### config.mk
export PLATFORM = sky130hd
export DESIGN_NAME = vga_timing_gen
export DESIGN_NICKNAME = d
export VERILOG_FILES = /design/src/rtl/vga_timing_gen.sv
export SDC_FILE = /design/constraint.sdc
export NUM_CORES = 1
export LEC_CHECK = 0
export ABC_AREA = 1
export CORE_ASPECT_RATIO = 1.2
export CORE_MARGIN = 5
export CORE_UTILIZATION = 40
export CTS_BUF_LIST = sky130_fd_sc_hd__clkbuf_4 sky130_fd_sc_hd__clkbuf_8
export DETAILED_ROUTE_END_ITERATION = 7
export GPL_TIMING_DRIVEN = 0
export HOLD_SLACK_MARGIN = 0.12
export PLACE_DENSITY = 0.69
export SKIP_LAST_GASP = 1
export SLEW_MARGIN = 40
export SYNTH_ARGS = -nofsm -noshare
export SYNTH_HDL_FRONTEND = slang
export SYNTH_SLANG_ARGS = --single-unit
### constraint.sdc
create_clock -name clk -period 3.4 [get_ports clk]
set_clock_uncertainty 0.15 [all_clocks]
set_input_delay 1.02 -clock clk [delete_from_list [all_inputs] [get_ports clk]]
set_output_delay 1.02 -clock clk [all_outputs]
set_load 0.01 [all_outputs]
### src/rtl/vga_timing_gen.sv
// Raster timing generator: pixel divider, x/y counters, registered hsync/vsync/video_on and frame_start.
// Build option: define VGA_SYNC_DELAY_EN to delay hsync/vsync/video_on by one pixel period.
module vga_timing_gen #(
  parameter int CLK_DIV   = 2,
  parameter int H_DISPLAY = 640,
  parameter int H_FP      = 16,
  parameter int H_SYNC    = 96,
  parameter int H_BP      = 48,
  parameter int V_DISPLAY = 480,
  parameter int V_FP      = 10,
  parameter int V_SYNC    = 2,
  parameter int V_BP      = 33
) (
  input  logic       clk,
  input  logic       reset,
  output logic [9:0] x,
  output logic [9:0] y,
  output logic       video_on,
  output logic       hsync,
  output logic       vsync,
  output logic       p_tick,
  output logic       frame_start
);

  localparam int H_TOTAL = H_DISPLAY + H_FP + H_SYNC + H_BP;
  localparam int V_TOTAL = V_DISPLAY + V_FP + V_SYNC + V_BP;
  localparam int DIV_W   = $clog2(CLK_DIV);

  localparam logic [DIV_W-1:0] DIV_LAST = DIV_W'(CLK_DIV - 1);
  localparam logic [9:0]       H_LAST   = 10'(H_TOTAL - 1);
  localparam logic [9:0]       V_LAST   = 10'(V_TOTAL - 1);
  // Decode bounds are 11 bits wide so a full 1024-count raster cannot overflow them
  localparam logic [10:0] H_VIS    = 11'(H_DISPLAY);
  localparam logic [10:0] HS_START = 11'(H_DISPLAY + H_FP);
  localparam logic [10:0] HS_END   = 11'(H_DISPLAY + H_FP + H_SYNC);
  localparam logic [10:0] V_VIS    = 11'(V_DISPLAY);
  localparam logic [10:0] VS_START = 11'(V_DISPLAY + V_FP);
  localparam logic [10:0] VS_END   = 11'(V_DISPLAY + V_FP + V_SYNC);
  // {video_on, vsync, hsync} while idle
  localparam logic [2:0]  SYNC_IDLE = 3'b011;

  if (H_TOTAL > 1024 || V_TOTAL > 1024) begin : g_size_check
    $error("vga_timing_gen: H_TOTAL/V_TOTAL exceed 10-bit counter range");
  end
  if (CLK_DIV < 2) begin : g_div_check
    $error("vga_timing_gen: CLK_DIV must be at least 2");
  end

  logic [DIV_W-1:0] div_cnt_reg, div_cnt_next;
  logic [9:0]       x_reg, x_next, y_reg, y_next;
  logic             p_tick_reg, frame_start_reg;
  logic [2:0]       sync_reg, sync_next;
  logic             pix_end;
  logic [10:0]      x_ext, y_ext;

  always_comb begin
    pix_end      = (div_cnt_reg == DIV_LAST);
    div_cnt_next = pix_end ? '0 : div_cnt_reg + DIV_W'(1);
    x_next       = x_reg;
    y_next       = y_reg;
    if (pix_end) begin
      if (x_reg == H_LAST) begin
        x_next = '0;
        y_next = (y_reg == V_LAST) ? '0 : y_reg + 10'd1;
      end else begin
        x_next = x_reg + 10'd1;
      end
    end
    // Decode from the next-state counters so sync edges land on the same clk as x/y
    x_ext        = {1'b0, x_next};
    y_ext        = {1'b0, y_next};
    sync_next[0] = !((x_ext >= HS_START) && (x_ext < HS_END));
    sync_next[1] = !((y_ext >= VS_START) && (y_ext < VS_END));
    sync_next[2] = (x_ext < H_VIS) && (y_ext < V_VIS);
  end

  always_ff @(posedge clk) begin
    if (reset) begin
      div_cnt_reg     <= '0;
      x_reg           <= '0;
      y_reg           <= '0;
      p_tick_reg      <= 1'b0;
      frame_start_reg <= 1'b0;
      sync_reg        <= SYNC_IDLE;
    end else begin
      div_cnt_reg     <= div_cnt_next;
      x_reg           <= x_next;
      y_reg           <= y_next;
      p_tick_reg      <= (div_cnt_next == DIV_LAST);
      frame_start_reg <= pix_end && (x_reg == H_LAST) && (y_reg == V_LAST);
      sync_reg        <= sync_next;
    end
  end

`ifdef VGA_SYNC_DELAY_EN
  // CLK_DIV-deep shift line: one pixel period of lag to match the registered rgb stage
  genvar gi;
  for (gi = 0; gi < CLK_DIV; gi++) begin : g_dly
    logic [2:0] stage_reg;
    logic [2:0] stage_in;
    if (gi == 0) begin : g_first
      assign stage_in = sync_reg;
    end else begin : g_rest
      assign stage_in = g_dly[gi-1].stage_reg;
    end
    always_ff @(posedge clk) begin
      if (reset) begin
        stage_reg <= SYNC_IDLE;
      end else begin
        stage_reg <= stage_in;
      end
    end
  end
  assign hsync    = g_dly[CLK_DIV-1].stage_reg[0];
  assign vsync    = g_dly[CLK_DIV-1].stage_reg[1];
  assign video_on = g_dly[CLK_DIV-1].stage_reg[2];
`else
  assign hsync    = sync_reg[0];
  assign vsync    = sync_reg[1];
  assign video_on = sync_reg[2];
`endif

  assign x           = x_reg;
  assign y           = y_reg;
  assign p_tick      = p_tick_reg;
  assign frame_start = frame_start_reg;

endmodule

==> results.md, run 1 <==
STA:
- On the final layout, the worst hold slack is 377 ps.
- The number of endpoints with negative hold slack in the final report is 0.
- The final count of pins violating max slew is 0.
- The worst path in the final design needs a cycle of 2560 ps, including I/O delays and setup.
- The share of the clock period used by the worst path is 0.754.
- Setup total negative slack on the finished layout was measured at 0 ps.
- Setup repair after global routing left no endpoint under its margin.
- The normalized max-slew margin is 0.626.
- The final setup violation count is 0.
- The highest clock rate is 390 MHz.
- At the pin with the least slew margin, the transition time is 560 ps.

Synthesis:
- Yosys printed 0 warnings.
- Counting every instance in the synthesized netlist gives 207.
- The post-synth net total is 212.
- The count of different cell masters after synthesis is 30.
- The portion of the post-synthesis area used by sequential elements is 0.349.
- Ranked by total cell area, the synthesized netlist is headed by dfxtp_1 35%, nand2_1 11%, nor2_1 9.2%.
- The cell taking the most area after synthesis is dfxtp_1.
- Synthesis inferred 25 register bits.
- After synthesis the cells add up to 1440 µm².
- The share of synthesized area in the top cell type comes to 0.349.
- The mean post-synth cell area is 6.93 µm².

Place:
- The placed instance count is 270.
- The half-perimeter wire length of the detailed placement result is 2550 µm.
- The placed instances occupy a cell area of 1740 µm².
- At the end of routability-driven placement, the weighted congestion stood at 0.858.
- Input and output buffers added on the ports amount to 26.

Routing:
- Detailed routing inserted a total of 1394 vias.
- The average vias per placed instance is 5.09.
- Dividing the detail-routed wire length by the instance count gives 12.0 µm.
- For this run, design rule violations remaining after detail routing come to 0.
- The DRC violation total after the first TritonRoute iteration is 32.
- After detailed routing, the total wire length is 3300 µm.
- The first TritonRoute pass finished after 4 iterations.
- The number of nets with antenna violations after routing is 0.

Final layout:
- The area added between synthesis and finish is 24.6%.
- The most common cell after layout, fill and taps aside is nand2_1.
- The finished cells cover 1790 µm².
- The top cell types in the final layout, fill and taps aside, are 41 x nand2_1, 35 x nor2_1, 26 x inv_1, 26 x clkdlybuf4s50_1, 25 x dfxtp_1.
- The share of cells above drive strength 1 is 0.131.
- Once layout is complete, the cells apart from fillers number 274.
- The net count of the finished layout is 243.
- The filler cells instantiated in the layout total 336.
- 0 antenna diodes ended up in the layout.

GRT:
- Summed over all layers, the global routing overflow is 0.
- The maximum number of pins on one net before global-route repair is 15.
- The overall global routing resource usage is 0.151.
- The first global-routing pass estimated 5780 µm of wire.
- The number of antenna violations at the first check in global routing is 0.
- The number of global-route vias before repair came to 1360.

Power and ir drop:
- Dividing total power by cell area gives a power density of 284 nW/µm².
- The worst-case IR drop observed on VDD is 0.137 mV.
- The design draws 508 µW.
- The leakage dissipation is 0.695 nW.

Setup path:
- The delay of the slowest cell on the worst path is 600 ps.
- The type of the worst setup path is register to primary output.
- The slowest library cell on the worst path is clkdlybuf4s50_1.
- Data on the critical path arrives at its endpoint at 1390 ps.
- The critical path startpoint category is a register.
- The family with the most delay on the worst path is buffers and inverters.
- Traced cell by cell, the critical path runs through clkdlybuf4s50_1.
- In this run the worst path has a maximum fanout of 7.
- The required time at the endpoint of the critical path is 2230 ps.
- The worst setup path is captured at a primary output.
- Together, buffers and inverters on the worst path number 1.

Hold path:
- The worst min-delay path class is register to register.

Floorplan:
- The region available for standard cell placement spans 3400 µm².
- Row generation in the floorplan step produced 23 rows.
- The initial utilization of the core area, before any placement, comes to 0.423.
- The die covers 4890 µm².
- The die is 75.6 µm tall.
- The width of the chip is 64.7 µm.
- 27 I/O pins were placed.

Run:
- The reported max-cap violation count is 0.

Clock network:
- Clock-pin slew was measured on the worst setup and hold paths at 90 ps.
- TritonCTS built the clock tree.
- The number of cells upsized or downsized after cts is 0.
- The maximum level of the CTS H-tree is 1.
- Buffers inserted during clock tree synthesis total 3.
- The total number of clock tree sinks is 25.
- For the worst-skew pair, the clock arrives at the later sink with an insertion delay of 280 ps.
- The number of setup buffers added after CTS is 0.
- The buffer depth of the longest clock path is 2.
- The clock root buffer is clkbuf_8.
- The number of buffers added to fix hold violations after cts is 0.

Status:
- The flow ran to the end, and the final reports show no timing, DRC or antenna violations.
[metrics by stage]
| stage | util | worst slack [ps] |
|---|---|---|
| 2_1_floorplan | - | 1490 |
| 3_3_place_gp | 0.513 | 566 |
| 3_5_place_dp | 0.513 | 568 |
| 4_1_cts | 0.527 | 835 |
| 5_1_grt | 0.527 | 784 |
| 6_report | 0.527 | 837 |
[layer usage]
layer	vias to the layer above	track usage	wire (µm)
met5	-	0	0
met4	0	0.0939	89
met3	9	0.0251	125
met2	35	0.256	1560
met1	627	0.182	1530
li1	723	-	-
[tightest hold or removal path, delay by kind of cell (launching register included)]
kind	cells	cell delay (ps)
AO/OA/AOI/OAI	1	70
flip-flops	1	350
AND/OR/NAND/NOR	1	70
[where the power goes]
part           total (mW)  switching [mW]  internal [mW]
combinational      0.0262          0.0157         0.0105
clock               0.183           0.101         0.0822
sequential          0.299         0.00276          0.296
[synth_stat cells]
| cell | n |
|---|---|
| nor3_1 | 7 |
| nor3_4 | 1 |
| clkbuf_1 | 1 |
| o21bai_1 | 1 |
| buf_4 | 1 |
| nand3b_1 | 1 |
| nor2_1 | 35 |
| ha_1 | 3 |
| a31oi_1 | 1 |
| nand2_1 | 41 |
| a21oi_1 | 3 |
| o21ai_0 | 6 |
| o21ai_1 | 3 |
| nor2_2 | 4 |
| a211oi_1 | 1 |
| inv_1 | 26 |
| nand2_2 | 2 |
| nor3_2 | 1 |
| nor2_4 | 5 |
| o22ai_1 | 1 |
| nand2_4 | 1 |
| nand4_4 | 1 |
| inv_2 | 5 |
| nand3_1 | 16 |
| nand3_2 | 5 |
| dfxtp_1 | 25 |
| nand4_1 | 6 |
| nand4_2 | 1 |
| buf_1 | 1 |
| xor2_1 | 2 |
[cell families after synthesis]
kind of cell,Yosys count,share of synthesized area
AO/OA/AOI/OAI,16,0.0610
AND/OR/NAND/NOR,127,0.460
flip-flops,25,0.349
adder cells (fa/ha/maj),3,0.0262
buffers and inverters,34,0.0915
XOR/XNOR,2,0.0122
[final timing paths]
path | from | endpoint | slack, ps | depth (start not counted)
hold reg to reg | x[1]$_SDFF_PP0_ | x[1]$_SDFF_PP0_ | 380 | 2
setup reg to reg | x[0]$_SDFF_PP0_ | sync_reg[1]$_SDFF_PP1_ | 1390 | 10
setup / recovery | x[7]$_SDFF_PP0_ | x[7] | 840 | 1
hold / removal | x[1]$_SDFF_PP0_ | x[1]$_SDFF_PP0_ | 380 | 2
[layout make-up]
type                    count  area, µm²  area share
multi-input cells         148        803       0.449
flip-flops and latches     25        500       0.280
repair buffers             26        260       0.146
inverters                  31        116      0.0651
well taps                  37       46.3      0.0259
clock buffers               3       41.3      0.0231
plain buffers               3       15.0     0.00840
clock inverters             1       5.00     0.00280
(Power assumes the default switching activity.)
==> run 2, diff against run 1 <==
--- a/config.mk
+++ b/config.mk
@@ -13,7 +13,7 @@
 export DETAILED_ROUTE_END_ITERATION = 7
 export GPL_TIMING_DRIVEN = 0
 export HOLD_SLACK_MARGIN = 0.12
-export PLACE_DENSITY = 0.69
+export PLACE_DENSITY = 0.71
 export SKIP_LAST_GASP = 1
 export SLEW_MARGIN = 40
 export SYNTH_ARGS = -nofsm -noshare
==> constraint.sdc (replaced) <==
create_clock -name clk -period 2.3 [get_ports clk]
set_clock_uncertainty 0.15 [all_clocks]
set_input_delay 0.69 -clock clk [delete_from_list [all_inputs] [get_ports clk]]
set_output_delay 0.69 -clock clk [all_outputs]
set_load 0.01 [all_outputs]
==> run 2 against run 1 <==
- die area unchanged
- sequential share of layout area about the same
- core utilization about the same
- flip-flop and latch count unchanged
- cell count unchanged
- register-to-register slack got worse by 1100 ps
- clock power increased by 43%
- sequential power increased by 48%
- power increased by 46%
- hold slack got worse by 9.9 ps
- critical endpoint unchanged
==> results.md, run 2 (synthesis results as in run 1) <==
Status:
- Outcome: completed (unchanged).

Place:
- The half-perimeter wire length of the detailed placement result is 2560 µm (was 2550 µm).
- The quantity of I/O buffers inserted on ports is 26 (unchanged).
- The weighted congestion at the end of routability-driven global placement is 0.812 (was 0.858).

Floorplan:
- The I/O pin count is 27 (unchanged).
- The overall die area is 4890 µm² (unchanged).
- The die extent in y is 75.6 µm (unchanged).
- The number of rows created at floorplan was 23 (unchanged).
- The initial core utilization is 0.423 (unchanged).
- The width of the chip was 64.7 µm (unchanged).
- The placeable core region is 3400 µm² (unchanged).

STA:
- The final critical path time including I/O delays and setup is 2210 ps.
- Of the available clock period, the critical path in the final layout requires 0.961.
- RSZ-0062 raised after global routing: no (unchanged).
- The actual transition at the worst max-transition pin is 518 ps (was 560 ps).
- The tightest hold margin is 367 ps (was 377 ps).
- The final setup violation count is 0 (unchanged).
- The normalized max-slew margin is 0.655 (was 0.626).
- For this run, the top clock speed supported by timing is 453 MHz.
- The final count of pins violating max slew came to 0 (unchanged).
- The number of endpoints with negative hold slack in the final report was 0 (unchanged).

Routing:
- The residual DRC count is 0 (unchanged).
- The detailed-routing iteration count for the pre-antenna-repair pass came to 4 (unchanged).
- The number of vias after detailed routing is 1392 (was 1394).
- The total wire length after detailed routing came to 3260 µm (was 3300 µm).
- The number of nets with antenna violations after routing is 0 (unchanged).
- The average vias per placed instance came to 5.08 (was 5.09).
- The routed wire length per instance came to 11.9 µm (was 12.0 µm).
- The DRC violation total after the first TritonRoute iteration is 59 (was 32).

Hold path:
- The worst min-delay path class is register to register (unchanged).

Setup path:
- The required time at the endpoint of the critical path was 1460 ps (was 2230 ps).
- The critical path startpoint category is a register (unchanged).
- The slowest library cell on the worst path is clkdlybuf4s50_1 (unchanged).
- The delay of the slowest cell on the worst path is 600 ps (about the same).
- The type of the worst setup path is register to primary output (unchanged).
- The family with the most delay on the worst path is buffers and inverters (unchanged).
- CP cell instances: clkdlybuf4s50_1 (unchanged).
- The buffers plus inverters on the worst setup path is 1 (unchanged).
- The kind of end point of the critical path is a primary output (unchanged).
- The maximum fanout along the worst path came to 7 (unchanged).
- The data arrival time of the worst path was 1370 ps (was 1390 ps).

Clock network:
- The buffer count from post-CTS setup fixing is 0 (unchanged).
- The clock root buffer is clkbuf_8 (unchanged).
- The clock tree from TritonCTS is yes (unchanged).
- The maximum level of the CTS H-tree was 1 (unchanged).
- The buffer depth of the longest clock path is 2 (unchanged).
- The number of clock buffers inserted by TritonCTS is 3 (unchanged).
- The total number of clock tree sinks is 25 (unchanged).
- The clock latency on the worst-skew pair is 270 ps (was 280 ps).
- The clock slew seen by the registers of the worst setup and hold paths is 90 ps (about the same).
- The number of buffers added to fix hold violations after cts is 0 (unchanged).
- The number of cells upsized or downsized after cts is 0 (unchanged).

Final layout:
- The share of cells above drive strength 1 is 0.135 (was 0.131).
- The diode insertion count for antenna repair is 0 (unchanged).
- The most common cell after layout, fill and taps aside is nand2_1 (unchanged).
- The area added between synthesis and finish is 24.7% (was 24.6%).
- The count of nets after finishing is 243 (unchanged).
- Most used cells in the layout excluding fill and tap cells: 41 x nand2_1, 35 x nor2_1, 26 x inv_1, 26 x clkdlybuf4s50_1, 25 x dfxtp_1 (unchanged).

GRT:
- The total congestion overflow after global routing came to 0 (unchanged).
- The met2 global-route usage is 0.276 (was 0.256).
- The overall global routing resource usage is 0.148 (was 0.151).
- The global-route track usage on met3 is 0.0236 (was 0.0251).
- The maximum number of pins on one net before global-route repair is 15 (unchanged).
- The number of global-route vias before repair came to 1309 (was 1360).
- The first-pass GRT wire length is 5750 µm (was 5780 µm).
- The global routing met1 resource utilization is 0.168 (was 0.182).
- The number of antenna violations at the first check in global routing is 0 (unchanged).
- The global-route layer with the greatest usage is met2 (unchanged).

Run:
- The reported max-cap violation count was 0 (unchanged).

Power and ir drop:
- The total design power came to 740 µW (was 508 µW).
- The total power per unit cell area is 414 nW/µm² (was 284 nW/µm²).
- The leakage dissipation is 0.698 nW (was 0.695 nW).
- The largest voltage drop on the vdd net is 0.241 mV (was 0.137 mV).
[run 2: worst paths after layout]
check / startpoint / to / slack, ps / depth (start not counted)
worst max-delay path: x[7]$_SDFF_PP0_ / x[7] / 90 / 1
worst min-delay path: x[1]$_SDFF_PP0_ / x[1]$_SDFF_PP0_ / 370 / 2
worst max register to register: x[0]$_SDFF_PP0_ / sync_reg[1]$_SDFF_PP1_ / 320 / 10
worst min register to register: x[1]$_SDFF_PP0_ / x[1]$_SDFF_PP0_ / 370 / 2
[run 2: area by class of cell]
cell class | instances | area (µm²)
flip-flops and latches | 25 | 500
clock buffers | 3 | 41.3
repair buffers | 26 | 260
well taps | 37 | 46.3
fillers | 347 | 1610
multi-input cells | 148 | 803
clock inverters | 1 | 5.00
inverters | 31 | 116
plain buffers | 3 | 16.3
[run 2: routing by layer]
layer	wire length (µm)	part of all wire	vias up
met4	75	0.023	0
met2	1660	0.51	28
met1	1410	0.43	632
met5	0	0	-
li1	-	-	724
met3	114	0.035	8
[run 2: through the flow]
step	setup slack (ps)	instance area [µm²]	util	setup TNS, ps	cells
floorplan	551	1440	-	0	207
global placement	-197	1740	0.513	-1910	270
detailed placement	-214	1740	0.513	-2060	270
CTS	71.0	1790	0.527	0	274
global route	33.1	1790	0.527	0	274
finish	90.7	1790	0.527	0	274
[run 2: where the power goes]
| part | switching [mW] | internal [mW] |
|---|---|---|
| Sequential | 0.00418 | 0.437 |
| Combinational | 0.0225 | 0.0156 |
| Clock | 0.139 | 0.121 |
| Total | 0.166 | 0.574 |
==> run 3, diff against run 2 <==
--- a/config.mk
+++ b/config.mk
@@ -6,14 +6,16 @@
 export NUM_CORES = 1
 export LEC_CHECK = 0
 export ABC_AREA = 1
+export CELL_PAD_IN_SITES_DETAIL_PLACEMENT = 1
+export CELL_PAD_IN_SITES_GLOBAL_PLACEMENT = 2
 export CORE_ASPECT_RATIO = 1.2
 export CORE_MARGIN = 5
-export CORE_UTILIZATION = 40
+export CORE_UTILIZATION = 26
 export CTS_BUF_LIST = sky130_fd_sc_hd__clkbuf_4 sky130_fd_sc_hd__clkbuf_8
 export DETAILED_ROUTE_END_ITERATION = 7
 export GPL_TIMING_DRIVEN = 0
 export HOLD_SLACK_MARGIN = 0.12
-export PLACE_DENSITY = 0.71
+export PLACE_DENSITY = 0.81
 export SKIP_LAST_GASP = 1
 export SLEW_MARGIN = 40
 export SYNTH_ARGS = -nofsm -noshare
==> run 3 against run 2 <==
- maximum frequency up 0.73%
- via count increased by 0.36%
- register-to-register slack got worse by 80 ps
- die area rose by 45%
- sequential power about the same
- largest power group unchanged
- power is 1.9% higher
- non-clock buffer count stayed put
- combinational power increased by 3%
- highest routed layer unchanged
- routed wire length rose by 21%
- largest cell class unchanged
==> results.md, run 3 (synthesis results as in run 1) <==
Status:
- Outcome: completed (unchanged).

STA:
- The final critical path time including I/O delays and setup is 2190 ps (was 2210 ps).
- The final count of pins violating max slew is 0 (unchanged).
- The highest clock rate came to 456 MHz (was 453 MHz).
- The slack of the critical path is 107 ps (was 90.7 ps).
- RSZ-0062 raised after global routing: no (unchanged).
- The actual transition at the worst max-transition pin is 583 ps (was 518 ps).
- The normalized max-slew margin was 0.611 (was 0.655).
- The share of the clock period used by the worst path is 0.954 (was 0.961).
- The final setup violation count was 0 (unchanged).
- The number of endpoints with negative hold slack in the final report is 0 (unchanged).

Floorplan:
- The number of rows created at floorplan is 29 (was 23).
- The initial core utilization is 0.269 (was 0.423).
- The placeable core region came to 5330 µm² (was 3400 µm²).
- The die extent in y came to 91.4 µm (was 75.6 µm).
- The I/O pin count was 27 (unchanged).
- The width of the chip was 77.8 µm (was 64.7 µm).
- The overall die area came to 7110 µm² (was 4890 µm²).

Setup path:
- The buffers plus inverters on the worst setup path is 1 (unchanged).
- The maximum fanout along the worst path is 7 (unchanged).
- The required time at the endpoint of the critical path came to 1460 ps (about the same).
- CP cell instances: clkdlybuf4s50_1 (unchanged).
- The type of the worst setup path is register to primary output (unchanged).
- The delay of the slowest cell on the worst path is 590 ps (was 600 ps).
- The slowest library cell on the worst path is clkdlybuf4s50_1 (unchanged).
- The data arrival time of the worst path is 1350 ps (was 1370 ps).
- The critical path startpoint category is a register (unchanged).
- The kind of end point of the critical path is a primary output (unchanged).
- The family with the most delay on the worst path is buffers and inverters (unchanged).

Final layout:
- The area added between synthesis and finish is 27.0% (was 24.7%).
- The diode insertion count for antenna repair is 0 (unchanged).
- The most common cell after layout, fill and taps aside is nand2_1 (unchanged).
- Most used cells in the layout excluding fill and tap cells: 41 x nand2_1, 35 x nor2_1, 26 x inv_1, 26 x clkdlybuf4s50_1, 23 x dfxtp_1 (was 41 x nand2_1, 35 x nor2_1, 26 x inv_1, 26 x clkdlybuf4s50_1, 25 x dfxtp_1).
- The count of nets after finishing is 243 (unchanged).
- The share of cells above drive strength 1 is 0.143 (was 0.135).

Hold path:
- The worst min-delay path class is register to register (unchanged).

GRT:
- The maximum number of pins on one net before global-route repair is 15 (unchanged).
- The number of antenna violations at the first check in global routing came to 0 (unchanged).
- The first-pass GRT wire length came to 6820 µm (was 5750 µm).
- The overall global routing resource usage is 0.119 (was 0.148).
- The number of global-route vias before repair was 1464 (was 1309).
- The total congestion overflow after global routing is 0 (unchanged).

Clock network:
- The clock root buffer is clkbuf_8 (unchanged).
- The maximum level of the CTS H-tree came to 1 (unchanged).
- The buffer depth of the longest clock path is 2 (unchanged).
- The clock tree from TritonCTS is yes (unchanged).
- The clock latency on the worst-skew pair is 280 ps (was 270 ps).
- The number of clock buffers inserted by TritonCTS is 3 (unchanged).
- The total number of clock tree sinks came to 25 (unchanged).
- The clock slew seen by the registers of the worst setup and hold paths is 90 ps (about the same).

Routing:
- The total wire length after detailed routing is 3960 µm (was 3260 µm).
- The detailed-routing iteration count for the pre-antenna-repair pass was 4 (unchanged).
- The DRC violation total after the first TritonRoute iteration came to 32 (was 59).
- The average vias per placed instance came to 4.67 (was 5.08).
- The residual DRC count is 0 (unchanged).
- The number of vias after detailed routing is 1397 (was 1392).
- The routed wire length per instance came to 13.2 µm (was 11.9 µm).
- The number of nets with antenna violations after routing is 0 (unchanged).

Power and ir drop:
- The total power per unit cell area is 414 nW/µm² (about the same).
- The largest voltage drop on the vdd net was 0.205 mV (was 0.241 mV).
- The leakage dissipation is 0.699 nW (was 0.698 nW).
- The total design power came to 754 µW (was 740 µW).

Run:
- The reported max-cap violation count was 0 (unchanged).

Place:
- The quantity of I/O buffers inserted on ports is 26 (unchanged).
- The post-place setup slack is -294 ps (was -214 ps).
- The half-perimeter wire length of the detailed placement result was 3190 µm (was 2560 µm).
- The weighted congestion at the end of routability-driven global placement is 0.760 (was 0.812).
## run 3: final timing paths
| path | start | end | slack [ps] | cells past startpoint |
|---|---|---|---|---|
| hold reg to reg | x[1]$_SDFF_PP0_ | x[1]$_SDFF_PP0_ | 370 | 2 |
| hold / removal | x[1]$_SDFF_PP0_ | x[1]$_SDFF_PP0_ | 370 | 2 |
| setup / recovery | x[5]$_SDFF_PP0_ | x[5] | 110 | 1 |
| setup reg to reg | x[0]$_SDFF_PP0_ | sync_reg[1]$_SDFF_PP1_ | 240 | 10 |
## run 3: power breakdown
part | switching, mW | leakage [nW] | internal [mW]
clock network | 0.152 | 0.0255 | 0.122
registers | 0.00435 | 0.203 | 0.437
logic | 0.0235 | 0.470 | 0.0158
total | 0.179 | 0.699 | 0.575
## run 3: stage by stage
| stage | setup TNS (ps) | util | cell area, µm² | hold slack [ps] | instances |
|---|---|---|---|---|---|
| final | 0 | 0.342 | 1820 | 366 | 299 |
| after CTS | 0 | 0.342 | 1820 | 380 | 299 |
| after detailed placement | -2880 | 0.332 | 1770 | 365 | 295 |
| after global placement | -2640 | 0.332 | 1770 | 351 | 295 |
| after global routing | 0 | 0.342 | 1820 | 432 | 299 |
| after floorplan | 0 | - | 1440 | 367 | 207 |
## run 3: cell type report
class / count / area (µm²)
Timing Repair Buffer: 26 / 260
Buffer: 3 / 16.3
Fill cell: 692 / 3510
Multi-Input combinational cell: 148 / 803
Clock buffer: 3 / 41.3
Tap cell: 62 / 77.6
Clock inverter: 1 / 5.00
Inverter: 31 / 116
Sequential cell: 25 / 503
## run 3: timing repair
action / 4_1_cts / 5_1_grt
hold buffers: 0 / 0
setup endpoints to repair: 2 / 1
buffers inserted: 0 / 0
resized for setup: 2 / 1
## run 3: layer usage
layer / global-route usage / wire, µm / vias up
met5: 0 / 0 / -
met4: 0.0430 / 62 / 0
met3: 0.0149 / 118 / 5
met2: 0.219 / 2050 / 19
met1: 0.138 / 1730 / 651
li1: - / - / 722
## run 3: worst min-delay path, cell delays in order, from the launching register on
cell and delay (ps):
dfxtp_1 340, nand2_1 70, o21ai_0 60
